File: config.mk
export PLATFORM = sky130hd
export DESIGN_NAME = serial_adder
export DESIGN_NICKNAME = d
export VERILOG_FILES = /design/src/rtl/serial_adder.sv
export SDC_FILE = /design/constraint.sdc
export NUM_CORES = 1
export LEC_CHECK = 0
export ABC_CLOCK_PERIOD_IN_PS = 2500
export CAP_MARGIN = 20
export CORE_ASPECT_RATIO = 0.7
export CORE_MARGIN = 2
export CORE_UTILIZATION = 45
export DETAILED_ROUTE_END_ITERATION = 10
export GPL_ROUTABILITY_DRIVEN = 1
export PLACE_DENSITY_LB_ADDON = 0.05
export SLEW_MARGIN = 40
export SYNTH_ARGS = -nofsm -noshare
export SYNTH_HDL_FRONTEND = slang
export SYNTH_SLANG_ARGS = --single-unit
File: constraint.sdc
create_clock -name clk -period 2.5 [get_ports clk]
set_clock_uncertainty 0.2 [all_clocks]
set_input_delay 0.5 -clock clk [delete_from_list [all_inputs] [get_ports clk]]
set_output_delay 0.5 -clock clk [all_outputs]
set_load 0.01 [all_outputs]
File: src/rtl/serial_adder.sv
// Bit-serial WIDTH-bit adder: one full-adder cell plus a carry flop, LSB first.
// Latency: start sampled at edge e0, done pulses in the cycle after edge e0+WIDTH.
// No backpressure: start is honoured only in IDLE; requests in RUN/DONE are dropped.
module serial_adder #(
  parameter int WIDTH = 8
) (
  input  logic             clk,
  input  logic             rst,
  input  logic             start,
  input  logic [WIDTH-1:0] A,
  input  logic [WIDTH-1:0] B,
  input  logic             Cin,
  output logic             busy,
  output logic             done,
  output logic [WIDTH-1:0] S,
  output logic             Cout
);

  localparam int            CW   = $clog2(WIDTH + 1);
  localparam logic [CW-1:0] LAST = CW'(WIDTH - 1);

  typedef enum logic [1:0] {
    ST_IDLE = 2'd0,
    ST_RUN  = 2'd1,
    ST_DONE = 2'd2
  } state_t;

  state_t           r_state;
  state_t           w_state_nxt;

  logic [WIDTH-1:0] r_a_sh;
  logic [WIDTH-1:0] r_b_sh;
  logic [WIDTH-1:0] r_sum_sh;
  logic             r_carry;
  logic [CW-1:0]    r_cnt;

  logic             w_fs;
  logic             w_fc;
  logic             w_last;
  logic [WIDTH-1:0] w_sum_nxt;

  // Full-adder cell on the current LSB pair and the fed-back carry.
  assign w_fs = r_a_sh[0] ^ r_b_sh[0] ^ r_carry;
  assign w_fc = (r_a_sh[0] & r_b_sh[0]) | (r_a_sh[0] & r_carry) | (r_b_sh[0] & r_carry);

  // Sum bits enter at the MSB so that after WIDTH shifts bit 0 sits at the LSB.
  // Written as shift/or so it stays legal for WIDTH=1.
  assign w_sum_nxt = (r_sum_sh >> 1) | (WIDTH'(w_fs) << (WIDTH - 1));
  assign w_last    = (r_cnt == LAST);

  // State register.
  always_ff @(posedge clk) begin
    if (rst) begin
      r_state <= ST_IDLE;
    end else begin
      r_state <= w_state_nxt;
    end
  end

  // Next-state logic: IDLE -> RUN on start, RUN -> DONE on last bit, DONE -> IDLE.
  always_comb begin
    w_state_nxt = r_state;
    unique case (r_state)
      ST_IDLE: if (start)  w_state_nxt = ST_RUN;
      ST_RUN:  if (w_last) w_state_nxt = ST_DONE;
      ST_DONE: w_state_nxt = ST_IDLE;
      default: w_state_nxt = ST_IDLE;
    endcase
  end

  // Status outputs decoded from state.
  always_comb begin
    busy = (r_state == ST_RUN) || (r_state == ST_DONE);
    done = (r_state == ST_DONE);
  end

  // Datapath: load operands in IDLE, shift one bit pair per RUN cycle,
  // capture the result only on the final RUN edge so S/Cout hold otherwise.
  always_ff @(posedge clk) begin
    if (rst) begin
      r_a_sh   <= '0;
      r_b_sh   <= '0;
      r_sum_sh <= '0;
      r_carry  <= 1'b0;
      r_cnt    <= '0;
      S        <= '0;
      Cout     <= 1'b0;
    end else begin
      unique case (r_state)
        ST_IDLE: begin
          if (start) begin
            r_a_sh  <= A;
            r_b_sh  <= B;
            r_carry <= Cin;
            r_cnt   <= '0;
          end
        end
        ST_RUN: begin
          r_sum_sh <= w_sum_nxt;
          r_carry  <= w_fc;
          r_a_sh   <= r_a_sh >> 1;
          r_b_sh   <= r_b_sh >> 1;
          r_cnt    <= r_cnt + CW'(1);
          if (w_last) begin
            S    <= w_sum_nxt;
            Cout <= w_fc;
          end
        end
        default: begin
        end
      endcase
    end
  end

endmodule
==> results of run 1 <==
==> worst max-delay path: stages, from the launching register on <==
cell and delay (ns):
dfxtp_1 0.37, inv_1 0.08, ha_1 0.28, clkdlybuf4s50_1 0.53
==> cell type report <==
class,instances,area (um^2)
Multi-Input combinational cell,124,815
Timing Repair Buffer,35,338
Sequential cell,39,781
Tap cell,50,62.6
Inverter,3,11.3
Clock buffer,6,72.6
Fill cell,332,1460
==> stage by stage <==
stage / total power [mW] / setup WS, ns / hold WS [ns]
floorplan: 0.830 / 0.757 / 0.231
CTS: 1.28 / 0.261 / 0.256
finish: 1.26 / 0.271 / 0.253
global route: 1.34 / 0.217 / 0.275
global placement: 0.891 / 0.439 / 0.241
detailed placement: 0.900 / 0.379 / 0.246
==> registers in the layout, indices dropped and copies added (netlist names) <==
register / count
S: 8
r_state: 2
r_b_sh: 8
r_carry: 1
r_a_sh: 8
r_sum_sh: 7
r_cnt: 4
Cout: 1
==> per-layer routing <==
layer	share of wire [%]	track usage, %	vias up
li1	-	-	690
met1	50	19.3	621
met2	46	28.8	16
met3	3.4	5.94	2
met4	0.38	5.76	0
met5	0	0	-
==> synthesized netlist by cell type <==
library cell,count
fa_1,1
a32oi_1,1
nand4b_1,2
mux2_2,1
nor2b_1,3
nor2_1,23
a221oi_1,1
a21oi_1,14
dfxtp_1,39
a31oi_1,1
buf_2,6
or2b_1,1
nor3_1,1
or4b_1,1
nand2_1,22
nand3b_1,4
ha_1,4
a211oi_1,15
nand3_1,3
and4b_1,1
a311oi_1,1
inv_1,3
mux2i_1,23
clkbuf_1,6
o21ai_0,1
==> layout by cell type, fill, tap and decap left out, drive strengths merged <==
cell / count
clkdlybuf4s50: 30
fa: 1
inv: 3
a21oi: 14
and4b: 1
nand4b: 2
or4b: 1
or2b: 1
buf: 5
nor2b: 3
nand2: 22
a32oi: 1
a211oi: 15
a311oi: 1
nor2: 23
nand3b: 4
mux2: 1
o21ai: 1
mux2i: 23
a31oi: 1
a221oi: 1
ha: 4
clkbuf: 6
nor3: 1
nand3: 3
dfxtp: 39
==> cells by family after synthesis <==
logic type / after synthesis / share of synthesized area, %
simple gates: 61 / 17.0
compound gates: 34 / 13.3
mux: 24 / 14.6
flops: 39 / 47.1
fa+ha+maj: 5 / 4.22
buf+inv: 15 / 3.85
==> worst max path at each step <==
stage	endpoint	slack, ns	depth (start not counted)
6_report	busy	0.27	3
4_1_cts	busy	0.26	3
5_1_grt	busy	0.22	3
3_5_place_dp	r_a_sh[4]	0.38	5
2_1_floorplan	r_cnt[3]	0.76	5
3_3_place_gp	r_cnt[3]	0.44	4
==> report_power, final <==
group	switching [mW]	internal [mW]
sequential	0.0213	0.658
clock	0.194	0.186
combinational	0.102	0.103
total	0.317	0.946
==> impl_metrics.tcl, run 1 <==
set metrics [dict create \
    regToRegSetupSlack_ns 0.56 \
    syn2layout_area_growth_pct 25.3 \
    ios 31 \
    setup_tns_ns 0 \
    hold_viol 0 \
    synth_top_area_cell "dfxtp_1" \
    netlist_area_um2 1660 \
    clock-sinks 39 \
    cts_made_buffers 5 \
    grt_pass1_wl_um 5260 \
    cp-start-kind "flip-flop" \
    crit_path_max_fanout 3 \
    start_util_pct 46.9 \
    finalSetupViolCount 0 \
    synth_warnings 0 \
    crit_start "r_state[0]" \
    nNetsFinal 233 \
    holdPathStages 2 \
    synthDistinctLibCells 25 \
    drtPass1Iterations 4 \
    ys_ff_latch 39 \
    drive_gt1_share_pct 5.31 \
    status "completed" \
    synthTopCellsByArea "dfxtp_1, mux2i_1, a211oi_1, nor2_1, nand2_1" \
    dp_hpwl_um 2220 \
    period_share_pct 89.2 \
    r2r-end "r_cnt[3]" \
    dp_cells 251 \
    syn_area_per_cell_um2 9.32 \
    grt_usage_pct 16.4 \
    vias 1329 \
    grt_max_degree 40 \
    worst_pin_slew_ns 0.404 \
    powerDensity_nw_per_um2 608 \
    grt_remaining_overflow 0 \
    hp-class "flip-flop to flip-flop" \
    rsz0062_at_grt "false" \
    grt_pass1_vias 1183 \
    ir_drop_v 0.000371 \
    critical_path_required_ns 1.80 \
    port_buffers 30 \
    root_buffer "clkbuf_8" \
    die_y_um 54.8 \
    num_rows 18 \
    cts_max_path_buffers 2 \
    placed_area_um2 2010 \
    r2r-start "r_state[1]" \
    antenna_left 0 \
    power.leakage_nw 0.745 \
    yosysSeqAreaShare_pct 47.1 \
    antenna_found_initial 0 \
    avgViaCountPerCell 5.17 \
    dieWidth_um 76.6 \
    drt_iter0_markers 52 \
    gp_congestion 0.801 \
    final_cells 257 \
    route.detailed.drc 0 \
    fin_crit_ns 2.23 \
    critPathArrivalTime_ns 1.53 \
    critPathKind "flip-flop to output pin" \
    core-area_um2 3540 \
    hold_buffers 0 \
    routedWlPerCell_um 12.3 \
    maxSlewHeadroom_pct 72.9 \
    final_util_pct 58.8 \
    postLayoutCellArea_um2 2080 \
    drv_slew 0 \
    drt-total-wl_um 3170 \
    tritoncts "yes" \
    hold_path_startpoint "S[2]" \
    cts_setup_buffers 0 \
    syn_nets 203 \
    fmaxAchievable_mhz 449 \
    clk_pin_slew_ns 0.07 \
    ctsResizeCount 0 \
    clk_latency_ns 0.28 \
    antenna_cells 0 \
    r2r_cells 5 \
    drv_cap 0 \
    synthCells 178 \
    htree_levels 2 \
    critPathCaptureType "output pin" \
    die-area_um2 4200 \
    min_to "S[2]" \
    synth_top_cell_area_share_pct 47.1 \
]
No activity file was read; power rests on OpenSTA's default activity.
==> run 2: changes to the inputs <==
ABC_CLOCK_PERIOD_IN_PS = 2100   (was 2500)
CORE_MARGIN = default   (was 2)
clock period = 2.1 ns   (was 2.5 ns; I/O delays follow)
==> run 2 against run 1 <==
  * Cell count is 0.39% higher
  * Cell area up 1.9%
  * Largest power group unchanged
  * Combinational power grew 22%
  * Sequential share of layout area is 0.65 points lower
  * Count of clock-buffer cells in the layout unchanged
==> impl_metrics.tcl, run 2 (synthesis results as in run 1) <==
set metrics [dict create \
    drt_iter0_markers 79 \
    cts_setup_buffers 0 \
    setup_tns_ns 0 \
    port_buffers 30 \
    num_rows 18 \
    antenna_left 0 \
    rsz0062_at_grt "false" \
    vias 1296 \
    crit_path_max_fanout 3 \
    grt_remaining_overflow 0 \
    die-area_um2 3940 \
    worst_pin_slew_ns 0.405 \
    clk_pin_slew_ns 0.07 \
    power_mw 1.56 \
    die_y_um 52.8 \
    dieWidth_um 74.6 \
    grt_pass1_vias 1184 \
    ios 31 \
    core-area_um2 3510 \
    busiest_layer "met2" \
    period_share_pct 94.4 \
    fin_crit_ns 1.98 \
    cp-start-kind "flip-flop" \
    status "completed" \
    root_buffer "clkbuf_8" \
    grt_max_degree 40 \
    hold_viol 0 \
    regToRegSetupSlack_ns 0.26 \
    clock-sinks 39 \
    critPathArrivalTime_ns 1.36 \
    final_cell_mix "dfxtp_1, clkdlybuf4s50_1, mux2i_1, nor2_1, nand2_1" \
    gp_congestion 0.856 \
    pre_cts_ws_ns 0.0824 \
    ir_drop_v 0.000375 \
    met2_usage_pct 29.3 \
    maxSlewHeadroom_pct 72.9 \
    power.leakage_nw 0.767 \
    htree_levels 2 \
    critPathCaptureType "output pin" \
    ctsResizeCount 2 \
    r2r_cells 6 \
    critical_path_required_ns 1.48 \
    cts_max_path_buffers 2 \
    grt.met1_usage_pct 21.9 \
    placed_area_um2 2030 \
    final_common_cell "dfxtp_1" \
    drv_slew 0 \
    drt-total-wl_um 3060 \
    critPathKind "flip-flop to output pin" \
    layout_setup_ws_ns 0.117 \
    gr-usage-met3_pct 5.19 \
    cts_made_buffers 5 \
    powerDensity_nw_per_um2 736 \
    avgViaCountPerCell 5.02 \
    grt_pass1_wl_um 5120 \
    clk_latency_ns 0.29 \
    routedWlPerCell_um 11.8 \
    n_fill_cell 306 \
    reg_top3 "S x8, r_a_sh x8, r_b_sh x8" \
    drtPass1Iterations 4 \
    route.detailed.drc 0 \
    dp_hpwl_um 2110 \
    grt_usage_pct 18.3 \
    tritoncts "yes" \
    drv_cap 0 \
    nNetsFinal 233 \
    hold_buffers 0 \
    finalSetupViolCount 0 \
    antenna_cells 0 \
    hp-class "flip-flop to flip-flop" \
    final-seq-area_um2 782 \
    fmaxAchievable_mhz 504 \
    multi_input_area_um2 815 \
    drive_gt1_share_pct 6.73 \
    antenna_found_initial 0 \
    start_util_pct 47.2 \
    syn2layout_area_growth_pct 27.8 \
    holdPathStages 2 \
    postLayoutCellArea_um2 2120 \
]
run 2: changes by cell type in the layout (fill, tap and decap cells not counted), sizes merged:
cell           delta
clkdlybuf4s50     -1
clkinv            +1
dlygate4sd2       +1
run 2: path summary, 6_finish.rpt:
| kind | from | to |
|---|---|---|
| setup / recovery | r_state[0] | done |
| hold / removal | S[4] | S[4] |
| setup reg to reg | r_state[1] | S[2] |
| hold reg to reg | S[4] | S[4] |
run 2: through the flow:
step	std cells	util [%]	hold WS, ns
final	258	60.3	0.257
after global routing	258	60.3	0.277
after CTS	258	60.3	0.257
after detailed placement	251	57.8	0.248
after global placement	251	57.8	0.240
after floorplan	178	-	0.231
run 2: power breakdown:
| group | leakage, nW | internal (mW) | switching, mW |
|---|---|---|---|
| combinational | 0.402 | 0.129 | 0.121 |
| sequential | 0.319 | 0.784 | 0.0254 |
| clock | 0.0470 | 0.257 | 0.243 |
run 2: critical path: stages, from the launching register on:
cell             delay (ns)
dfxtp_2                0.34
inv_1                  0.07
ha_1                   0.14
clkdlybuf4s50_1        0.52
run 2: cell type report:
cell class,count,area share [%]
inverter,3,0.531
multi-input combinational,124,38.4
tap,50,2.95
sequential,39,36.9
timing repair buffer,35,17.1
clock buffer,6,3.90
clock inverter,1,0.236
run 2: per-layer routing:
metal | vias to the layer above | part of all wire, %
met1 | 578 | 51
met2 | 25 | 42
met3 | 8 | 4.8
met5 | - | 0
li1 | 685 | -
met4 | 0 | 2.4
==> run 3: changes to the inputs <==
CORE_MARGIN = 1   (was default)
SETUP_SLACK_MARGIN = 0.05   (was default)
==> results of run 3 <==
Same layout as run 2: the final DEF is identical, and so are final timing and power.
